### src/rtl/pkt_fifo_pkg.sv
// Shared types and helpers for the packet FIFO: write-side state enum,
// default widths and modulo pointer difference.
package pkt_fifo_pkg;

  localparam int DEF_DATA_WIDTH = 8;
  localparam int DEF_ADDR_WIDTH = 4;

  typedef enum logic {
    ST_ACCEPT  = 1'b0,
    ST_DISCARD = 1'b1
  } wr_state_e;

  // Difference a - b wrapped to aw+1 bits (pointer width incl. wrap bit).
  function automatic int unsigned ptr_diff(int unsigned a, int unsigned b, int aw);
    return (a - b) & ((32'd1 << (aw + 1)) - 32'd1);
  endfunction

endpackage

### src/rtl/pkt_fifo_mem.sv
// Dual-port word store {last, data}; read port is registered by default,
// asynchronous (head peek, zero while not valid) when FWFT_EN is defined.
module pkt_fifo_mem #(
  parameter int DATA_WIDTH = 8,
  parameter int ADDR_WIDTH = 4
) (
  input  logic                  clk_i,
`ifndef FWFT_EN
  input  logic                  rst_i,
`endif
  input  logic                  we_i,
  input  logic [ADDR_WIDTH-1:0] waddr_i,
  input  logic [DATA_WIDTH:0]   wdata_i,
  input  logic                  rd_en_i,
  input  logic [ADDR_WIDTH-1:0] raddr_i,
  output logic [DATA_WIDTH:0]   rdata_o,
  output logic                  head_last_o
);

  localparam int DEPTH = 2 ** ADDR_WIDTH;

  logic [DATA_WIDTH:0] mem_q [DEPTH];

  always_ff @(posedge clk_i) begin
    if (we_i) mem_q[waddr_i] <= wdata_i;
  end

  // Last bit of the head word is needed combinationally for packet counting.
  assign head_last_o = mem_q[raddr_i][DATA_WIDTH];

`ifdef FWFT_EN
  assign rdata_o = rd_en_i ? mem_q[raddr_i] : '0;
`else
  logic [DATA_WIDTH:0] rdata_q;

  always_ff @(posedge clk_i) begin
    if (rst_i)        rdata_q <= '0;
    else if (rd_en_i) rdata_q <= mem_q[raddr_i];
  end

  assign rdata_o = rdata_q;
`endif

endmodule

### src/rtl/pkt_fifo_sync.sv
// Packet FIFO: speculative write pointer, commit pointer, read pointer.
// States: ST_ACCEPT = storing words | ST_DISCARD = dropping rest of overflowed packet. FWFT_EN selects fall-through reads.
module pkt_fifo_sync
  import pkt_fifo_pkg::*;
#(
  parameter int DATA_WIDTH    = DEF_DATA_WIDTH,
  parameter int ADDR_WIDTH    = DEF_ADDR_WIDTH,
  parameter int AFULL_MARGIN  = 2,
  parameter int AEMPTY_MARGIN = 2
) (
  input  logic                  CLK,
  input  logic                  RST,
  input  logic                  W_INC,
  input  logic [DATA_WIDTH-1:0] WR_DATA,
  input  logic                  W_LAST,
  input  logic                  W_DROP,
  output logic                  FULL,
  output logic                  ALMOST_FULL,
  input  logic                  R_INC,
  output logic [DATA_WIDTH-1:0] RD_DATA,
  output logic                  RD_LAST,
  output logic                  EMPTY,
  output logic                  ALMOST_EMPTY,
  output logic [ADDR_WIDTH:0]   OCCUPANCY,
  output logic [ADDR_WIDTH:0]   PKT_COUNT,
  output logic                  OVERFLOW,
  output logic                  UNDERFLOW,
  input  logic                  CLR_ERR
);

  localparam int DEPTH = 2 ** ADDR_WIDTH;
  localparam int PW    = ADDR_WIDTH + 1;

  logic [PW-1:0] wr_q, wr_d, cm_q, cm_d, rd_q, rd_d, pkt_q, pkt_d;
  logic [PW-1:0] occ, cocc;
  wr_state_e     state_q, state_d;
  logic          ovf_q, ovf_d, udf_q, udf_d;
  logic          full, empty, do_wr, do_pop, commit, head_last;
  logic [DATA_WIDTH:0] rword;

  assign occ    = PW'(ptr_diff(32'(wr_q), 32'(rd_q), ADDR_WIDTH));
  assign cocc   = PW'(ptr_diff(32'(cm_q), 32'(rd_q), ADDR_WIDTH));
  assign full   = (occ == PW'(DEPTH));
  assign empty  = (cm_q == rd_q);
  assign do_pop = R_INC && !empty;

  always_comb begin
    state_d = state_q;
    wr_d    = wr_q;
    cm_d    = cm_q;
    do_wr   = 1'b0;
    commit  = 1'b0;
    if (W_DROP) begin
      wr_d    = cm_q;
      state_d = ST_ACCEPT;
    end else if (W_INC) begin
      if (full) begin
        // Overflowed packet is abandoned; skip its tail unless this was the tail.
        wr_d    = cm_q;
        state_d = W_LAST ? ST_ACCEPT : ST_DISCARD;
      end else begin
        unique case (state_q)
          ST_ACCEPT: begin
            do_wr = 1'b1;
            wr_d  = wr_q + 1'b1;
            if (W_LAST) begin
              cm_d   = wr_q + 1'b1;
              commit = 1'b1;
            end
          end
          ST_DISCARD: if (W_LAST) state_d = ST_ACCEPT;
          default: ;
        endcase
      end
    end
  end

  always_comb begin
    rd_d  = do_pop ? rd_q + 1'b1 : rd_q;
    ovf_d = (ovf_q && !CLR_ERR) || (W_INC && full && !W_DROP);
    udf_d = (udf_q && !CLR_ERR) || (R_INC && empty);
    unique case ({commit, do_pop && head_last})
      2'b10:   pkt_d = pkt_q + 1'b1;
      2'b01:   pkt_d = pkt_q - 1'b1;
      default: pkt_d = pkt_q;
    endcase
  end

  always_ff @(posedge CLK) begin
    if (RST) begin
      state_q <= ST_ACCEPT;
      wr_q    <= '0;
      cm_q    <= '0;
      rd_q    <= '0;
      pkt_q   <= '0;
      ovf_q   <= 1'b0;
      udf_q   <= 1'b0;
    end else begin
      state_q <= state_d;
      wr_q    <= wr_d;
      cm_q    <= cm_d;
      rd_q    <= rd_d;
      pkt_q   <= pkt_d;
      ovf_q   <= ovf_d;
      udf_q   <= udf_d;
    end
  end

  pkt_fifo_mem #(
    .DATA_WIDTH(DATA_WIDTH),
    .ADDR_WIDTH(ADDR_WIDTH)
  ) u_mem (
    .clk_i      (CLK),
`ifndef FWFT_EN
    .rst_i      (RST),
    .rd_en_i    (do_pop),
`else
    .rd_en_i    (!empty),
`endif
    .we_i       (do_wr),
    .waddr_i    (wr_q[ADDR_WIDTH-1:0]),
    .wdata_i    ({W_LAST, WR_DATA}),
    .raddr_i    (rd_q[ADDR_WIDTH-1:0]),
    .rdata_o    (rword),
    .head_last_o(head_last)
  );

  assign FULL         = full;
  assign ALMOST_FULL  = (occ >= PW'(DEPTH - AFULL_MARGIN));
  assign EMPTY        = empty;
  assign ALMOST_EMPTY = (cocc <= PW'(AEMPTY_MARGIN));
  assign OCCUPANCY    = occ;
  assign PKT_COUNT    = pkt_q;
  assign OVERFLOW     = ovf_q;
  assign UNDERFLOW    = udf_q;
  assign RD_DATA      = rword[DATA_WIDTH-1:0];
  assign RD_LAST      = rword[DATA_WIDTH];

endmodule

### config.mk
export PLATFORM = sky130hd
export DESIGN_NAME = pkt_fifo_sync
export DESIGN_NICKNAME = d
export VERILOG_FILES = /design/src/rtl/pkt_fifo_pkg.sv /design/src/rtl/pkt_fifo_mem.sv /design/src/rtl/pkt_fifo_sync.sv
export SDC_FILE = /design/constraint.sdc
export NUM_CORES = 1
export LEC_CHECK = 0
export CELL_PAD_IN_SITES_DETAIL_PLACEMENT = 0
export CELL_PAD_IN_SITES_GLOBAL_PLACEMENT = 1
export CORE_ASPECT_RATIO = 0.6
export CORE_MARGIN = 5
export CORE_UTILIZATION = 45
export DETAILED_ROUTE_END_ITERATION = 8
export GPL_ROUTABILITY_DRIVEN = 0
export PLACE_DENSITY = 0.69
export SKIP_LAST_GASP = 1
export SLEW_MARGIN = 10
export SYNTH_ARGS = -nofsm -noshare
export SYNTH_HDL_FRONTEND = slang
export SYNTH_SLANG_ARGS = --single-unit
### constraint.sdc
create_clock -name CLK -period 4.3 [get_ports CLK]
set_clock_uncertainty 0.05 [all_clocks]
set_input_delay 0.645 -clock CLK [delete_from_list [all_inputs] [get_ports CLK]]
set_output_delay 0.645 -clock CLK [all_outputs]
set_load 0.1 [all_outputs]
---- Yosys cells after proc, flatten, opt, wreduce, memory -nomap -nowiden ----
Memory sizes are Yosys's and may differ from the RTL's. A register that Yosys moved wholly into a read port is not among the register bits.
Index checks and enable logic that the tools add are counted.
cells by class
  add/sub/neg operators ................... 6
  $mul .................................... 0
  div/mod/pow operators ................... 0
  order comparisons ....................... 2
  equal/unequal tests ..................... 5
  shifts and indexed selects .............. 0
  muxes and demuxes ....................... 21
  bitwise operators ....................... 3
  reductions and logical operators ........ 17
operators by type and width
  cell                                                  count
  2-to-1 mux 5 bit                                      4
  adder 5 x 1 -> 5 bit (second input constant)          3
  2-to-1 mux 1 bit                                      14
  one-hot mux 5 bit (2 select lines)                    1
  subtractor 5 bit                                      2
  2-to-1 mux 4 bit                                      2
  logical AND 1 bit                                     7
  == test 5 bit                                         1
  == test 5 bit (second input constant)                 1
  >= comparator 5 x 4 -> 1 bit (second input constant)  1
  <= comparator 5 x 2 -> 1 bit (second input constant)  1
  AND reduction 5 bit                                   1
  subtractor 5 x 1 -> 5 bit (second input constant)     1
  nonzero test 2 bit                                    2
  logical NOT 1 bit                                     3
  != test 3 x 2 -> 1 bit (second input constant)        1
  inverter 1 bit                                        3
  == test 2 x 1 -> 1 bit (second input constant)        1
  == test 2 bit (second input constant)                 1
  logical OR 1 bit                                      2
  AND reduction 2 bit                                   1
  OR reduction 2 bit                                    1
storage, ports and cells
  register bits ........................... 32
  bits in latches ......................... 0
  RAM bits ................................ 144
  memory bits (read-only) ................. 0
  input bits .............................. 15
  output and inout bits ................... 25
  logic and storage cells ................. 63
  memories kept ........................... 1
memories
  name         depth  bits a word  read ports  clocked after Yosys merged registers in  wr ports  RTL line            RTL
  u_mem.mem_q  16     9            1           1                                        1         pkt_fifo_mem.sv:22  logic [DATA_WIDTH:0] mem_q [DEPTH];

---- Logic depth before layout (Yosys ltp) ----
Gate-level depths: netlist of run 1.
  word-level depth ........................ 7
  depth in mapped cells ................... 18
  mapped depth without buffers ............ 17

---- Hierarchy ----
A second synthesis of run 1 with hierarchy kept.
unflattened totals
  cell total of the unflattened synthesis .. 526
  area total of the unflattened synthesis .. 7547.2 µm²
by module, submodules not included
  module         instances  cells each  area an instance (µm²)
  pkt_fifo_mem   1          345         5988.2
  pkt_fifo_sync  1          181         1559.0

---- Least setup slack after synthesis of run 1 ----
OpenSTA, ideal clock, no wires.
  path kind ............................... register -> register
  from .................................... register wr_q[0]
  to ...................................... register pkt_q[4] (netlist: PKT_COUNT[4])
  setup time .............................. 0.070 ns
  arrival ................................. 5.102 ns
  data required time ...................... 4.180 ns
  path slack .............................. -0.922 ns
  stages on the path, launching flop included .. 18
  path buffers ............................ 1
  period minus slack after synthesis ...... 5.222 ns
  cells stage by stage .................... dfxtp_1 > inv_1 > ha_1 > inv_1 > fa_1 > xor2_1 > or3_1 > a2111oi_4 > buf_6 > nor4_4 > inv_1 > ha_1 > fa_1 > a21o_1 > a21oi_1 > xor2_1 > or3_1 > a21oi_1
on the way
  word-level cells in the longest chain between the ends .. 7
RTL lines
  item                                                                      RTL line              RTL
  start: declaration                                                        pkt_fifo_sync.sv:34   logic [PW-1:0] wr_q, wr_d, cm_q, cm_d, rd_q, rd_d, pkt_q, pkt_d;
  start signal: assignment                                                  pkt_fifo_sync.sv:100  wr_q <= wr_d;
  subtractor 5 bit *                                                        pkt_fifo_pkg.sv:15    return (a - b) & ((32'd1 << (aw + 1)) - 32'd1);
  named net OCCUPANCY[2]                                                    pkt_fifo_sync.sv:24   output logic [ADDR_WIDTH:0] OCCUPANCY,
  == test 5 bit *                                                           pkt_fifo_sync.sv:43   assign full = (occ == PW'(DEPTH));
  named net FULL                                                            pkt_fifo_sync.sv:17   output logic FULL,
  2-to-1 mux 1 bit *                                                        pkt_fifo_sync.sv:57   if (full) begin
  2-to-1 mux 1 bit *                                                        pkt_fifo_sync.sv:56   end else if (W_INC) begin
  2-to-1 mux 1 bit *                                                        pkt_fifo_sync.sv:53   if (W_DROP) begin
  == test 2 x 1 -> 1 bit or == test 2 bit (tied branches)                   pkt_fifo_sync.sv:82   unique case ({commit, do_pop && head_last})
  one-hot mux 5 bit (2 select lines) or nonzero test 2 bit (tied branches)  n/a
  end signal: assignment                                                    pkt_fifo_sync.sv:103  pkt_q <= pkt_d;
  end: declaration                                                          pkt_fifo_sync.sv:34
Mark *: on every way through the listed nets, which the timed path passes. The rest lies on a longest branch.
A chain may end at the register's enable or synchronous reset.

---- Worst setup path after layout of run 1 ----
  from .................................... register wr_q[0]
  to ...................................... register pkt_q[4] (netlist: PKT_COUNT[4])
on the way
  word-level cells in the longest chain between the ends .. 7
RTL lines
  item                                                                      RTL line
  subtractor 5 bit *                                                        pkt_fifo_pkg.sv:15
  == test 5 bit *                                                           pkt_fifo_sync.sv:43
  2-to-1 mux 1 bit *                                                        pkt_fifo_sync.sv:57
  2-to-1 mux 1 bit *                                                        pkt_fifo_sync.sv:56
  2-to-1 mux 1 bit *                                                        pkt_fifo_sync.sv:53
  == test 2 x 1 -> 1 bit or == test 2 bit (tied branches)                   pkt_fifo_sync.sv:82
  one-hot mux 5 bit (2 select lines) or nonzero test 2 bit (tied branches)  n/a
Every way passes the cells marked *; elsewhere a longest branch is shown, timed or not.

==> qor.yml, run 1 <==
ys_top_cells_by_area: "edfxtp_1 (57%), mux4_2 (13%), dfxtp_1 (9.6%)"
rows: 36
synth_simple_gate_area_share: 0.0673
status: "completed"
intPower_w: 0.00314
synth_compound_area_frac: 0.0474
cts_resized: 0
ys.flop_type: "edfxtp_1"
path_clk_slew_ns: 0.07
hold_viol_final: 0
yosysWarningCount: 0
drive_gt1_frac: 0.235
core_sq_mm: 0.0163
worst-setup-path-type: "flip-flop to flip-flop"
period_needed_ns: 3.90
synth_top_area_frac: 0.574
synthXorXnorAreaFrac: 0.0209
htreeDepth: 4
numCtsBuffers: 17
viasPerCell: 5.41
antenna_found_initial: 0
clk_latency_ns: 0.42
final_nets: 533
remaining_drc_errors: 0
comb_power_share: 0.275
cts_tree: "yes"
fin_crit_sh: 0.908
root_buffer: "clkbuf_16"
synth_seq_area_share: 0.670
synth_edf_count: 144
synth_fp_nets: 478
first_pass_iters: 5
tightest_slew_ns: 1.06
hold_path.class: "flip-flop to flip-flop"
netlist.top_cell.by_area: "edfxtp_1"
p_seq_frac: 0.416
io_buffers: 39
routed_wl_um: 15800
placed_cells: 707
dieHeight_um: 110
hpwl_um: 11100
num_antenna_cells: 0
ios: 40
critPathLaunchType: "flip-flop"
cap_violations: 0
grt_pass1_wl_um: 24500
layout.cells.non_filler: 739
async_reset_ff_frac: 0
vias: 4001
synth-adder-area-share: 0.0362
cts_num_sinks: 180
areaGrowthSynthToFinish_pct: 17.6
switching_share: 0.341
syn_inst: 443
initial_core_util: 0.462
grt_max_degree: 25
clockBufferDepth: 2
crit_path_end_kind: "flip-flop"
nFillCells: 1336
drv_slew: 0
grt_usage: 0.175
clkPwrFrac: 0.309
p_sw_w: 0.00163
wl_per_cell_um: 21.3
p_leak_nw: 2.90
synth_top_family_by_area: "multiplexers"
synth_cell_types: 46
cts-hold-fix-buffers: 0
irDropWorstVdd_v: 0.000297
ys_ff_latch: 180
worst-path-max-fanout: 9
rsz0062_at_grt: "no"
cp.required_ns: 4.61
relSlewSlack: 0.289
synth_mux_area_frac: 0.137
avgSynthCellArea_sq_um: 17.0
grt_pass1_vias: 3980
antenna_left: 0
tns_ns: 0
dieWidth_um: 177
grt-ovfl-total: 0
drtIter0Drc: 309
powerDensity_mw_per_mm2: 539
fin_util: 0.543
die_area_sq_mm: 0.0195
arrival_ns: 4.21
max_clock_freq_mhz: 256
syn-cell-area_sq_mm: 0.00753
setup_viol: 0
synth_stat cells (2+ instances only):
master and count:
a2111oi_4 2, a211oi_1 4, a21o_1 5, a21oi_1 24, and2_1 5, and3_1 4
and4_1 3, buf_2 5, buf_6 2, clkbuf_1 16, dfxtp_1 36, edfxtp_1 144
fa_1 3, ha_1 17, inv_1 13, mux2i_1 2, mux4_2 45, nand2_1 21
nand2b_1 5, nand3_1 4, nand4_1 3, nor2_1 26, nor2b_1 4, nor3_1 3
nor4b_1 4, o21ai_0 3, or3_1 5, xnor2_1 9, xor2_1 9
cells by family after synthesis:
group,Yosys count
xor gates and xnor gates,18
AOI/OAI and AO/OA,49
DFF,180
buffers and inverters,36
and+or+nand+nor,93
muxes,47
adders and majority gates,20
metal layers:
metal | global-route usage | wire (um)
met1 | 0.285 | 8120
met2 | 0.235 | 6470
met4 | 0.0480 | 115
met5 | 0 | 0
met3 | 0.0385 | 1050
critical path: stages (launching register included):
cell	delay, ns
dfxtp_1	0.35
inv_1	0.15
ha_1	0.19
inv_1	0.06
fa_2	0.39
xor2_4	0.20
or3_1	0.36
a2111oi_4	0.43
nor4_4	0.13
inv_1	0.08
ha_1	0.27
ha_1	0.31
a21o_1	0.17
a21oi_1	0.16
xor2_1	0.10
or3_1	0.31
a21oi_1	0.14
final cells by class:
cell class | count | area [sq um] | area share
clock buffer | 17 | 425 | 0.0480
inverter | 13 | 48.8 | 0.00551
clock inverter | 15 | 140 | 0.0158
tap | 228 | 285 | 0.0322
multi-input combinational | 227 | 2370 | 0.268
sequential | 180 | 5050 | 0.570
timing repair buffer | 59 | 536 | 0.0605
final timing paths:
path	cells past startpoint	start	slack (ns)	to
setup reg to reg	16	wr_q[0]	0.40	PKT_COUNT[4]
hold / removal	2	u_mem.rdata_o[7]	0.42	u_mem.rdata_o[7]
setup / recovery	16	wr_q[0]	0.40	PKT_COUNT[4]
hold reg to reg	2	u_mem.rdata_o[7]	0.42	u_mem.rdata_o[7]
registers in the layout, indices dropped and copies added (netlist names), named ones only:
register       flops
OVERFLOW           1
u_mem.mem_q      144
u_mem.rdata_o      9
wr_q               5
cm_q               5
UNDERFLOW          1
state_q            1
PKT_COUNT          5
rd_q               5
placed cells by master, fill, tap and decap left out, types with 9 or more instances in the layout:
| cell | instances |
|---|---|
| a21oi_1 | 24 |
| buf_4 | 26 |
| clkbuf_16 | 17 |
| clkdlybuf4s50_1 | 32 |
| dfxtp_1 | 35 |
| edfxtp_1 | 144 |
| ha_1 | 17 |
| inv_1 | 13 |
| mux4_2 | 45 |
| nand2_1 | 21 |
| nor2_1 | 26 |
| xnor2_1 | 9 |
power groups by stage:
stage | sequential (W) | clock [W] | combinational (W)
floorplan | 0.00217 | 0 | 0.000839
global placement | 0.00202 | 0 | 0.00130
detailed placement | 0.00202 | 0 | 0.00132
CTS | 0.00199 | 0.00151 | 0.00132
global route | 0.00200 | 0.00158 | 0.00139
finish | 0.00199 | 0.00147 | 0.00131
through the flow:
stage / worst slack (ns) / total power, W / cell area [sq um] / hold WS (ns)
2_1_floorplan: 0.0235 / 0.00301 / 7550 / 0.428
3_3_place_gp: 0.453 / 0.00333 / 8290 / 0.401
3_5_place_dp: 0.364 / 0.00334 / 8290 / 0.412
4_1_cts: 0.365 / 0.00481 / 8850 / 0.422
5_1_grt: 0.0212 / 0.00497 / 8850 / 0.439
6_report: 0.396 / 0.00477 / 8850 / 0.416
repair_timing:
action / in CTS / in global routing
endpoints found under the hold margin: 0 / 0
buffers inserted: 0 / 0
setup endpoints to repair: 0 / 1
No activity file was read; power rests on OpenSTA's default activity.
==> run 2, diff against run 1 <==
--- a/config.mk
+++ b/config.mk
@@ -8,7 +8,7 @@
 export CELL_PAD_IN_SITES_DETAIL_PLACEMENT = 0
 export CELL_PAD_IN_SITES_GLOBAL_PLACEMENT = 1
 export CORE_ASPECT_RATIO = 0.6
-export CORE_MARGIN = 5
+export CORE_MARGIN = 2
 export CORE_UTILIZATION = 45
 export DETAILED_ROUTE_END_ITERATION = 8
 export GPL_ROUTABILITY_DRIVEN = 0
==> constraint.sdc (replaced) <==
create_clock -name CLK -period 4.35 [get_ports CLK]
set_clock_uncertainty 0.05 [all_clocks]
set_input_delay 0.6525 -clock CLK [delete_from_list [all_inputs] [get_ports CLK]]
set_output_delay 0.6525 -clock CLK [all_outputs]
set_load 0.1 [all_outputs]
==> run 2 against run 1 <==
Critical path depth is the same. Critical endpoint unchanged. Flip-flop and latch count unchanged. Non-clock buffer count fell by 3. Count of clock-buffer cells in the layout grew 5. Largest power group unchanged. Maximum frequency down 2.8%.
==> qor.yml, run 2 (synthesis results as in run 1) <==
clk_latency_ns: 0.42  # about the same
wl_per_cell_um: 22.7  # +6.3%
drive_gt1_frac: 0.230  # -0.00452
tns_ns: 0  # unchanged
grt-ovfl-total: 0  # unchanged
critPathLaunchType: "flip-flop"
dieHeight_um: 104  # -5.4%
postCtsSetupBuffers: 0  # unchanged
drtIter0Drc: 440  # +42%
viasPerCell: 5.54  # +2.3%
arrival_ns: 4.33  # +0.12 ns
antenna_found_initial: 0  # unchanged
numCtsBuffers: 17  # unchanged
areaGrowthSynthToFinish_pct: 17.6  # about the same
dieWidth_um: 171  # -3.4%
path_clk_slew_ns: 0.07  # about the same
crit_slowest_cell: "nor4_4"
clockBufferDepth: 2  # unchanged
r2r-end: "PKT_COUNT[4]"
top_register: "u_mem.mem_q"
hpwl_um: 11200  # +0.32%
die_area_sq_mm: 0.0178  # -8.7%
powerDensity_mw_per_mm2: 537  # -0.27%
io_buffers: 39  # unchanged
core_sq_mm: 0.0163  # unchanged
max_clock_freq_mhz: 249  # -2.8%
rows: 36  # unchanged
setup_viol: 0  # unchanged
whs_ns: 0.407  # -0.00877 ns
critPathMaxStageDelay_ns: 0.55  # +0.12 ns
crit_path_end_kind: "flip-flop"
cts-hold-fix-buffers: 0  # unchanged
p_leak_nw: 2.91  # +0.23%
final_nets: 530  # -0.56%
switching_share: 0.330  # -0.0111
timing.rr.start: "wr_q[0]"
initial_core_util: 0.462  # unchanged
grt_pass1_vias: 4078  # +2.5%
grt_max_degree: 23  # -8.0%
p_sw_w: 0.00157  # -3.5%
final_cell_mix: "edfxtp_1 (144), mux4_2 (45), dfxtp_1 (35)"
crit_family: "adder cells"
crit_cells: 16  # unchanged
drv_slew: 0  # unchanged
clkPwrFrac: 0.320  # +0.011
first_pass_iters: 7  # +2
worstPathCellList: "inv_1 -> ha_1 -> inv_1 -> fa_2 -> nand3_1 -> a21oi_1 -> a2111oi_4 -> nor4_4 -> inv_1 -> ha_1 -> fa_1 -> a21o_1 -> a21oi_1 -> xor2_1 -> or3_1 -> a21oi_1"
vias: 4077  # +1.9%
ios: 40  # unchanged
largest_reg_flops: 144  # unchanged
grt_pass1_wl_um: 25400  # +3.9%
routed_wl_um: 16700  # +5.9%
path_buf_inv: 3  # unchanged
rrSetupSlack_ns: 0.33  # -0.06 ns
worst-setup-path-type: "flip-flop to flip-flop"
fin_crit_sh: 0.923  # +0.0153
seqCellArea_sq_mm: 0.00505  # unchanged
worst-path-max-fanout: 9  # unchanged
cp.required_ns: 4.66  # +0.05 ns
cts_tree: "yes"
irDropWorstVdd_v: 0.000321  # +8.1%
antenna_left: 0  # unchanged
reg2reg_depth: 16  # unchanged
tightest_slew_ns: 1.02  # -0.0478 ns
relSlewSlack: 0.321  # +0.0320
status: "completed"
worstHoldStart: "u_mem.rdata_o[5]"
cts_resized: 0  # unchanged
hold_path.class: "flip-flop to flip-flop"
hold_viol_final: 0  # unchanged
remaining_drc_errors: 0  # unchanged
multiInputGateArea_sq_mm: 0.00237  # unchanged
intPower_w: 0.00319  # +1.4%
num_antenna_cells: 0  # unchanged
root_buffer: "clkbuf_16"
layout_commonest_cell: "edfxtp_1"
htreeDepth: 4  # unchanged
period_needed_ns: 4.02  # +0.112 ns
comb_power_share: 0.265  # -0.010
nFillCells: 1334  # -0.15%
cap_violations: 0  # unchanged
crit_end: "PKT_COUNT[4]"
cts_num_sinks: 180  # unchanged
grt_usage: 0.200  # +0.0255
p_seq_frac: 0.415  # about the same
fin_util: 0.543  # about the same
startpoint: "wr_q[0]"
rsz0062_at_grt: "no"
[run 2: changes by cell type in the layout (fill, tap and decap cells not counted), sizes merged]
cell and change:
buf -4, clkinvlp -2, clkbuf +5, inv -2
clkdlybuf4s50 +1, clkinv -1
[run 2: final cells by class]
| class | instances | share of cell area |
|---|---|---|
| multi-input cells | 227 | 0.268 |
| flip-flops and latches | 180 | 0.570 |
| clock inverters | 10 | 0.00904 |
| repair buffers | 56 | 0.0582 |
| inverters | 13 | 0.00551 |
| well taps | 228 | 0.0322 |
| clock buffers | 22 | 0.0574 |
[run 2: worst min-delay path by stage]
stage	depth (start not counted)	slack, ns	endpoint
after floorplan	2	0.43	wr_q[2]
after global placement	2	0.40	u_mem.rdata_o[7]
after detailed placement	2	0.40	u_mem.rdata_o[5]
after CTS	2	0.41	u_mem.rdata_o[5]
after global routing	2	0.43	u_mem.rdata_o[7]
final	2	0.41	u_mem.rdata_o[5]
[run 2: worst register-to-register path, cell delays in order (launching register included)]
cell       delay [ns]
dfxtp_1          0.42
inv_1            0.13
ha_1             0.21
inv_1            0.07
fa_2             0.26
nand3_1          0.11
a21oi_1          0.31
a2111oi_4        0.10
nor4_4           0.55
inv_1            0.13
ha_1             0.29
fa_1             0.44
a21o_1           0.20
a21oi_1          0.16
xor2_1           0.09
or3_1            0.31
a21oi_1          0.13
[run 2: layer usage]
metal | track usage | routed length [um] | vias to the layer above
met5 | 0 | 0 | -
met4 | 0.0327 | 74 | 0
li1 | - | - | 1834
met2 | 0.272 | 7120 | 119
met1 | 0.323 | 8430 | 2116
met3 | 0.0578 | 1060 | 8
[run 2: power by group through the flow]
stage	combinational (W)	sequential [W]	clock, W
after floorplan	0.000829	0.00215	0
after global placement	0.00125	0.00201	0
after detailed placement	0.00126	0.00202	0
after CTS	0.00127	0.00198	0.00155
after global routing	0.00134	0.00199	0.00163
final	0.00126	0.00198	0.00152
[run 2: through the flow]
stage	cell area (sq um)	power, W	cells	setup WS, ns
CTS	8860	0.00480	736	0.345
floorplan	7550	0.00298	443	0.0735
global placement	8270	0.00326	704	0.477
detailed placement	8270	0.00328	704	0.356
finish	8860	0.00476	736	0.334
global route	8860	0.00495	736	0.0179
==> run 3, diff against run 2 <==
==> constraint.sdc (replaced) <==
create_clock -name CLK -period 5 [get_ports CLK]
set_clock_uncertainty 0.05 [all_clocks]
set_input_delay 0.75 -clock CLK [delete_from_list [all_inputs] [get_ports CLK]]
set_output_delay 0.75 -clock CLK [all_outputs]
set_load 0.1 [all_outputs]
==> run 3 against run 2 <==
Sequential share of layout area up 0.47 points. Design area down 0.82%. Power down 15%. Global-route usage down 0.92 points. Die area unchanged. Largest cell class unchanged. Largest power group unchanged. Flip-flop and latch count unchanged. Count of clock-buffer cells in the layout down 5. Combinational power down 15%. Final cell count down 1.2%. Clock power down 16%.
==> qor.yml, run 3 (synthesis results as in run 1) <==
status: "completed"
hpwl_um: 10500  # -6.0%
clk_latency_ns: 0.42  # about the same
final_cell_mix: "edfxtp_1 (144), mux4_2 (45), clkdlybuf4s50_1 (38)"
path_clk_slew_ns: 0.07  # about the same
nFillCells: 1326  # -0.60%
rsz0062_at_grt: "no"
wl_per_cell_um: 21.8  # -3.7%
max_clock_freq_mhz: 227
worstPathCellList: "ha_1 -> and3b_1 -> or3_4 -> and2_1 -> a31o_2 -> clkdlybuf4s50_1"
tns_ns: 0  # unchanged
rrSetupSlack_ns: 0.87  # +0.54 ns
viasPerCell: 5.38  # -2.9%
initial_core_util: 0.462  # unchanged
whs_path_depth: 2  # unchanged
irDropWorstVdd_v: 0.000238  # -26%
io_buffers: 39  # unchanged
cts-hold-fix-buffers: 0  # unchanged
placed_cells: 695  # -1.3%
arrival_ns: 3.61  # -0.72 ns
largest_reg_flops: 144  # unchanged
period_needed_ns: 4.41
areaGrowthSynthToFinish_pct: 16.7
numCtsBuffers: 17  # unchanged
cts_num_sinks: 180  # unchanged
cap_violations: 0  # unchanged
drtIter0Drc: 375  # -15%
remaining_drc_errors: 0  # unchanged
hold_path.class: "flip-flop to flip-flop"
antenna_found_initial: 0  # unchanged
rows: 36  # unchanged
finalPower_w: 0.00406  # -15%
grt-ovfl-total: 0  # unchanged
relSlewSlack: 0.316  # -0.00505
top_register: "u_mem.mem_q"
cts_resized: 0  # unchanged
grt_usage: 0.191  # -0.00916
grt_max_degree: 34  # +48%
worst-path-max-fanout: 15  # +6
critPathMaxStageDelay_ns: 0.96  # +0.41 ns
grt_pass1_vias: 3934  # -3.5%
p_leak_nw: 2.83  # -2.4%
critPathLaunchType: "flip-flop"
worst-setup-path-type: "flip-flop to output pin"
final_nets: 521  # -1.7%
tightest_slew_ns: 1.02  # +0.00310 ns
clockBufferDepth: 2  # unchanged
whs_ns: 0.405  # -0.00187 ns
postCtsSetupBuffers: 0  # unchanged
layout.cells.non_filler: 727  # -1.2%
powerDensity_mw_per_mm2: 462  # -14%
cts_tree: "yes"
ios: 40  # unchanged
layout_commonest_cell: "edfxtp_1"
root_buffer: "clkbuf_16"
antenna_left: 0  # unchanged
vias: 3911  # -4.1%
crit_path_end_kind: "output pin"
drv_slew: 0  # unchanged
reg2reg_depth: 14  # -2
crit_slowest_cell: "clkdlybuf4s50_1"
fin_crit_sh: 0.883
core_sq_mm: 0.0163  # unchanged
routed_wl_um: 15900  # -4.9%
die_area_sq_mm: 0.0178  # unchanged
setup_viol: 0  # unchanged
first_pass_iters: 4  # -3
dieWidth_um: 171  # unchanged
num_antenna_cells: 0  # unchanged
drive_gt1_frac: 0.202  # -0.0279
hold_viol_final: 0  # unchanged
dieHeight_um: 104  # unchanged
grt_pass1_wl_um: 24100  # -5.4%
cp.required_ns: 4.20  # -0.46 ns
htreeDepth: 4  # unchanged
==> run 3: stage by stage <==
stage           util  instance area [sq um]  worst slack [ns]
2_1_floorplan      -                   7540             0.338
3_3_place_gp   0.504                   8220             0.993
3_5_place_dp   0.504                   8220             0.887
4_1_cts        0.539                   8780             0.564
5_1_grt        0.539                   8780             0.467
6_report       0.539                   8780             0.585
==> run 3: layout make-up <==
cell class	instances	area, sq um	area share
timing repair buffer	47	448	0.0510
clock inverter	15	136	0.0155
tap	228	285	0.0325
sequential	180	5050	0.574
clock buffer	17	425	0.0484
inverter	13	48.8	0.00555
multi-input combinational	227	2390	0.273
==> run 3: final timing paths <==
| kind | from | endpoint |
|---|---|---|
| min reg2reg | u_mem.rdata_o[7] | u_mem.rdata_o[7] |
| max | wr_q[2] | ALMOST_FULL |
| max reg2reg | wr_q[2] | PKT_COUNT[4] |
| min | u_mem.rdata_o[7] | u_mem.rdata_o[7] |
==> run 3: per-layer routing <==
metal  part of all wire  track usage  routed length [um]  vias up
li1                   -            -                   -     1815
met1               0.48        0.301                7690     1969
met2               0.42        0.254                6700      121
met3              0.084       0.0575                1330        6
met4             0.0094       0.0563                 149        0
met5                  0            0                   0        -
==> run 3: report_power, final <==
group / internal (W) / switching [W]
registers: 0.00166 / 0.0000657
logic: 0.000367 / 0.000699
clock network: 0.000659 / 0.000607
==> run 3: worst max-delay path: cells and delay by family (launching register included) <==
kind | cells | cell delay (ns)
compound gates | 1 | 0.25
fa+ha+maj | 1 | 0.41
buf+inv | 1 | 0.96
flops | 1 | 0.77
simple gates | 3 | 0.79
